===== config.mk =====
export PLATFORM = sky130hd
export DESIGN_NAME = usb_rx_ctrl
export DESIGN_NICKNAME = d
export VERILOG_FILES = /design/src/rtl/usb_rx_ctrl.sv
export SDC_FILE = /design/constraint.sdc
export NUM_CORES = 1
export LEC_CHECK = 0
export ABC_CLOCK_PERIOD_IN_PS = 3400
export CAP_MARGIN = 20
export CORE_ASPECT_RATIO = 1.75
export CORE_UTILIZATION = 53
export CTS_CLUSTER_DIAMETER = 120
export DETAILED_ROUTE_END_ITERATION = 8
export HOLD_SLACK_MARGIN = 0.08
export MAX_ROUTING_LAYER = met4
export PLACE_DENSITY_LB_ADDON = 0.25
export SYNTH_ARGS = -nofsm -noshare
export SYNTH_HDL_FRONTEND = slang
export SYNTH_SLANG_ARGS = --single-unit

===== constraint.sdc =====
create_clock -name clk -period 3.4 [get_ports clk]
set_input_delay 0.34 -clock clk [delete_from_list [all_inputs] [get_ports clk]]
set_output_delay 0.34 -clock clk [all_outputs]
set_load 0.01 [all_outputs]

===== src/rtl/usb_rx_ctrl.sv =====
// USB full-speed receive sequencer: SYNC/PID checking, data-store strobes and packet status.
// Optional build macro RX_PID_CHECK_EN enables PID check-nibble and reserved-PID validation.
module usb_rx_ctrl (
  input  logic       clk,
  input  logic       n_rst,
  input  logic       d_edge,
  input  logic       byte_received,
  input  logic [7:0] rcv_data,
  input  logic       eop,
  input  logic       buffer_full,
  output logic       disable_timer,
  output logic       rcving,
  output logic       flush,
  output logic       store_data,
  output logic [7:0] rx_data,
  output logic [3:0] rx_pid,
  output logic       pid_valid,
  output logic       rx_data_ready,
  output logic       r_error
);

  localparam logic [7:0] SYNC_BYTE = 8'h80;
  localparam logic [6:0] MAX_BYTES = 7'd64;

  typedef enum logic [2:0] {
    IDLE      = 3'd0,
    SYNC_WAIT = 3'd1,
    PID_WAIT  = 3'd2,
    DATA_WAIT = 3'd3,
    EOP_CHECK = 3'd4,
    DONE      = 3'd5,
    ERR_WAIT  = 3'd6
  } state_t;

  state_t     state_r;
  logic [6:0] count_r;
  logic       eop_seen_r;
  logic       pid_ok_s;

  function automatic logic is_data_pid(input logic [3:0] pid);
    is_data_pid = (pid == 4'h3) || (pid == 4'hB);
  endfunction

`ifdef RX_PID_CHECK_EN
  // Upper nibble must be the complement of the lower; nibble 0 is the only reserved PID.
  function automatic logic pid_check(input logic [7:0] b);
    pid_check = (b[7:4] == ~b[3:0]) && (b[3:0] != 4'h0);
  endfunction
  assign pid_ok_s = pid_check(rcv_data);
`else
  assign pid_ok_s = 1'b1;
`endif

  // Receive FSM with registered outputs; a byte arriving with eop is handled before the eop.
  always_ff @(posedge clk or negedge n_rst) begin
    if (!n_rst) begin
      state_r       <= IDLE;
      count_r       <= 7'd0;
      eop_seen_r    <= 1'b0;
      disable_timer <= 1'b1;
      rcving        <= 1'b0;
      flush         <= 1'b0;
      store_data    <= 1'b0;
      rx_data       <= 8'h00;
      rx_pid        <= 4'h0;
      pid_valid     <= 1'b0;
      rx_data_ready <= 1'b0;
      r_error       <= 1'b0;
    end else begin
      flush         <= 1'b0;
      store_data    <= 1'b0;
      pid_valid     <= 1'b0;
      rx_data_ready <= 1'b0;
      case (state_r)
        IDLE: begin
          disable_timer <= 1'b1;
          rcving        <= 1'b0;
          if (d_edge) begin
            state_r       <= SYNC_WAIT;
            flush         <= 1'b1;
            r_error       <= 1'b0;
            rcving        <= 1'b1;
            disable_timer <= 1'b0;
            count_r       <= 7'd0;
          end
        end
        SYNC_WAIT: begin
          if (byte_received && (rcv_data == SYNC_BYTE)) begin
            state_r <= PID_WAIT;
          end else if (byte_received || eop) begin
            state_r       <= ERR_WAIT;
            r_error       <= 1'b1;
            disable_timer <= 1'b1;
            eop_seen_r    <= 1'b0;
          end
        end
        PID_WAIT: begin
          if (byte_received && pid_ok_s) begin
            state_r   <= DATA_WAIT;
            rx_pid    <= rcv_data[3:0];
            pid_valid <= 1'b1;
          end else if (byte_received || eop) begin
            state_r       <= ERR_WAIT;
            r_error       <= 1'b1;
            disable_timer <= 1'b1;
            eop_seen_r    <= 1'b0;
          end
        end
        DATA_WAIT: begin
          if (byte_received && (buffer_full || (count_r >= MAX_BYTES))) begin
            state_r       <= ERR_WAIT;
            r_error       <= 1'b1;
            disable_timer <= 1'b1;
            eop_seen_r    <= 1'b0;
          end else if (byte_received) begin
            store_data <= 1'b1;
            rx_data    <= rcv_data;
            if (count_r != 7'h7F) begin
              count_r <= count_r + 7'd1;
            end
          end else if (eop) begin
            state_r <= EOP_CHECK;
          end
        end
        EOP_CHECK: begin
          if (!eop) begin
            state_r       <= DONE;
            rx_data_ready <= is_data_pid(rx_pid);
          end
        end
        DONE: begin
          state_r       <= IDLE;
          disable_timer <= 1'b1;
          rcving        <= 1'b0;
        end
        ERR_WAIT: begin
          // Leave only after the bus has shown SE0 and then released it.
          if (eop) begin
            eop_seen_r <= 1'b1;
          end else if (eop_seen_r) begin
            state_r    <= IDLE;
            rcving     <= 1'b0;
            eop_seen_r <= 1'b0;
          end
        end
        default: begin
          state_r       <= IDLE;
          disable_timer <= 1'b1;
          rcving        <= 1'b0;
        end
      endcase
    end
  end

endmodule


==> impl_metrics.csv <==
group,metric,value,unit
status,outcome,"complete, no violations",
clocking,root_buffer,"clkbuf_8",
setup_path,r2r_end,"state_r[2]$_DFFE_PN0P_",
detailed_routing,ant_nets,0,
run,drv_cap,0,
synthesis,yosysUniqueCellTypes,49,
detailed_routing,wire_per_inst,15.3,um
clocking,clk_pin_slew_worst_paths,0.06,ns
setup_path,critPathRequiredTime,3.57,ns
detailed_routing,drt-initial-drc-count,55,
setup_path,slowest_stage,"dfrtp_1",
finish,fin_cells,212,
power,ir_drop,0.524,mV
finish,mostFrequentLayoutCells,"32 x nand2_1, 32 x clkdlybuf4s50_1, 29 x dfrtp_1",
detailed_routing,viasPerCell,5.80,
placed_design,port_buffers,32,
timing,min_period,2.10,ns
synthesis,ys_seq_area_frac,0.502,
grt,grt_pass1_vias,1218,
synthesis,synth_seq_cells,30,
floorplan,design.portCount,33,
timing,rsz0062_at_grt,"no",
setup_path,arrival,2.27,ns
floorplan,start_util,0.557,
timing,max_slew_margin,0.577,
grt,grt_pass1_wl,5580,um
power,p_leak,0.000875,uW
finish,drive_gt1_frac,0.141,
setup_path,r2r_setup_slack,1.30,ns
timing,worst-slew-pin-transition,0.634,ns
clocking,insertion_delay,0.28,ns
setup_path,r2r-start,"state_r[1]$_DFFE_PN0P_",
setup_path,r2r_cells,5,
setup_path,path_class,"reg -> reg",
synthesis,synth-async-reset-ratio,1.00,
placed_design,place_inst,204,
floorplan,die_w,42.2,um
setup_path,start_kind,"register",
synthesis,synthesis.area,0.00150,mm2
clocking,cts_buffer_depth,2,
synthesis,synth_edf_count,0,
placed_design,place_area,0.00181,mm2
timing,fin_hold_ws,0.443,ns
clocking,cts_hold_buf,0,
clocking,cts.htree.levels,2,
synthesis,synth_top_flop_cell,"dfrtp_1",
floorplan,std_cell_rows,25,
timing,finalCritPeriodShare,0.616,
finish,areaGrowthSynthToFinish,28.3,%
placed_design,gp_congestion,0.806,
setup_path,crit_path_max_incr_delay,0.68,ns
timing,hold_viol_final,0,
timing,skew,0.00373,ns
synthesis,synthCells,153,
setup_path,crit_path_max_fanout,19,
finish,fin_area,0.00192,mm2
setup_path,critical_path.cell_chain,"nand2_1, or3b_2, o21ai_0, o31ai_1, o41ai_1",
grt,antenna_found_initial,0,
floorplan,fp.coreArea,0.00269,mm2
finish,final_nets,199,
setup_path,crit_family,"simple AND/OR/NAND/NOR gates",
detailed_routing,remaining_drc_errors,0,
clocking,clock-sinks,30,
power,power_density,800,mW/mm2
grt,grt_max_degree,31,
detailed_routing,wirelength,3250,um
finish,final_util,0.715,
floorplan,dieArea,0.00305,mm2
finish,diodes,0,
synthesis,syn-num-nets,168,
floorplan,die_height,72.4,um
synthesis,syn_area_per_cell,9.80,um2
detailed_routing,num_vias,1230,
grt,gr-total-overflow,0,
clocking,cts.repair.resized,0,
min_path,worstHoldPathType,"in -> async",
setup_path,cp_num_buf_inv,0,
clocking,numCtsBuffers,5,
grt,grt_usage,0.254,
synthesis,yosysWarnings,0,
setup_path,end_kind,"register",
placed_design,place_hpwl,2400,um
timing,fmax,477,MHz
clocking,postCtsSetupBuffers,0,
clocking,cts_tree,"done",
detailed_routing,dr.pass1.iters,4,
timing,report.final.slew_viol_count,0,
timing,tns,0,ns
timing,setup_viol,0,
-- registers in the layout, summed over array words and instances (netlist names) --
name,flops
rx_data,8
state_r,3
rcving,1
eop_seen_r,1
store_data,1
flush,1
pid_valid,1
disable_timer,1
rx_data_ready,1
rx_pid,4
r_error,1
count_r,7
-- kinds of logic (layout without fill, tap and decap cells) --
group           after synthesis  count (layout)  synth area share
simple gates                 71              71             0.248
buf+inv                      14              46            0.0501
compound gates               27              27             0.121
xor+xnor                      4               4            0.0234
flops                        30              30             0.502
fa+ha+maj                     1               1           0.00835
mux                           6               6            0.0476
-- metrics by stage --
stage          power, uW  setup slack (ns)
2_1_floorplan        938              1.71
3_3_place_gp        1200              1.10
3_5_place_dp        1210              1.05
4_1_cts             1550              1.33
5_1_grt             1640              1.11
6_report            1540              1.30
-- final cells by class --
cell class / instances / area, um2
sequential: 30 / 752
clock buffer: 8 / 110
timing repair buffer: 34 / 335
tap: 27 / 33.8
fill: 203 / 767
multi-input combinational: 109 / 672
inverter: 4 / 20.0
-- report_power, final --
part           internal (uW)  leakage, uW  total, uW  switching (uW)
sequential               478     0.000387        622             145
clock                    204    0.0000575        331             127
combinational            327     0.000431        586             259
total                   1010     0.000875       1540             531
-- cell usage after synthesis (2+ instances only) --
| master | count | area, um2 |
|---|---|---|
| nand2_1 | 32 | 120 |
| dfrtp_1 | 29 | 726 |
| nor2_1 | 11 | 41.3 |
| o21ai_0 | 6 | 30.0 |
| a21oi_1 | 5 | 25.0 |
| mux2_2 | 5 | 56.3 |
| nor3_1 | 5 | 25.0 |
| clkbuf_1 | 4 | 15.0 |
| xor2_1 | 4 | 35.0 |
| inv_1 | 3 | 11.3 |
| nor2b_1 | 3 | 18.8 |
| o31ai_1 | 3 | 22.5 |
| buf_4 | 2 | 15.0 |
| nand3_1 | 2 | 10.0 |
| nand3b_1 | 2 | 15.0 |
| nor2_2 | 2 | 12.5 |
| nor3b_1 | 2 | 15.0 |
| nor4_1 | 2 | 12.5 |
-- worst max-delay path by stage --
stage / from / endpoint / slack, ns / cells past startpoint
after floorplan: byte_received / count_r[1]$_DFFE_PN0P_ / 1.71 / 7
after global placement: byte_received / count_r[1]$_DFFE_PN0P_ / 1.10 / 6
after detailed placement: byte_received / count_r[1]$_DFFE_PN0P_ / 1.05 / 6
after CTS: state_r[1]$_DFFE_PN0P_ / state_r[2]$_DFFE_PN0P_ / 1.33 / 5
after global routing: state_r[1]$_DFFE_PN0P_ / state_r[1]$_DFFE_PN0P_ / 1.11 / 5
final: state_r[1]$_DFFE_PN0P_ / state_r[2]$_DFFE_PN0P_ / 1.30 / 5
-- routing by layer --
metal / part of all wire / vias to the layer above / track usage
met5: 0 / - / -
met4: 0.031 / 0 / 0.156
met3: 0.038 / 10 / 0.0597
met2: 0.52 / 34 / 0.409
met1: 0.41 / 597 / 0.281
li1: - / 589 / -
Power figures use the tool's default switching activity.
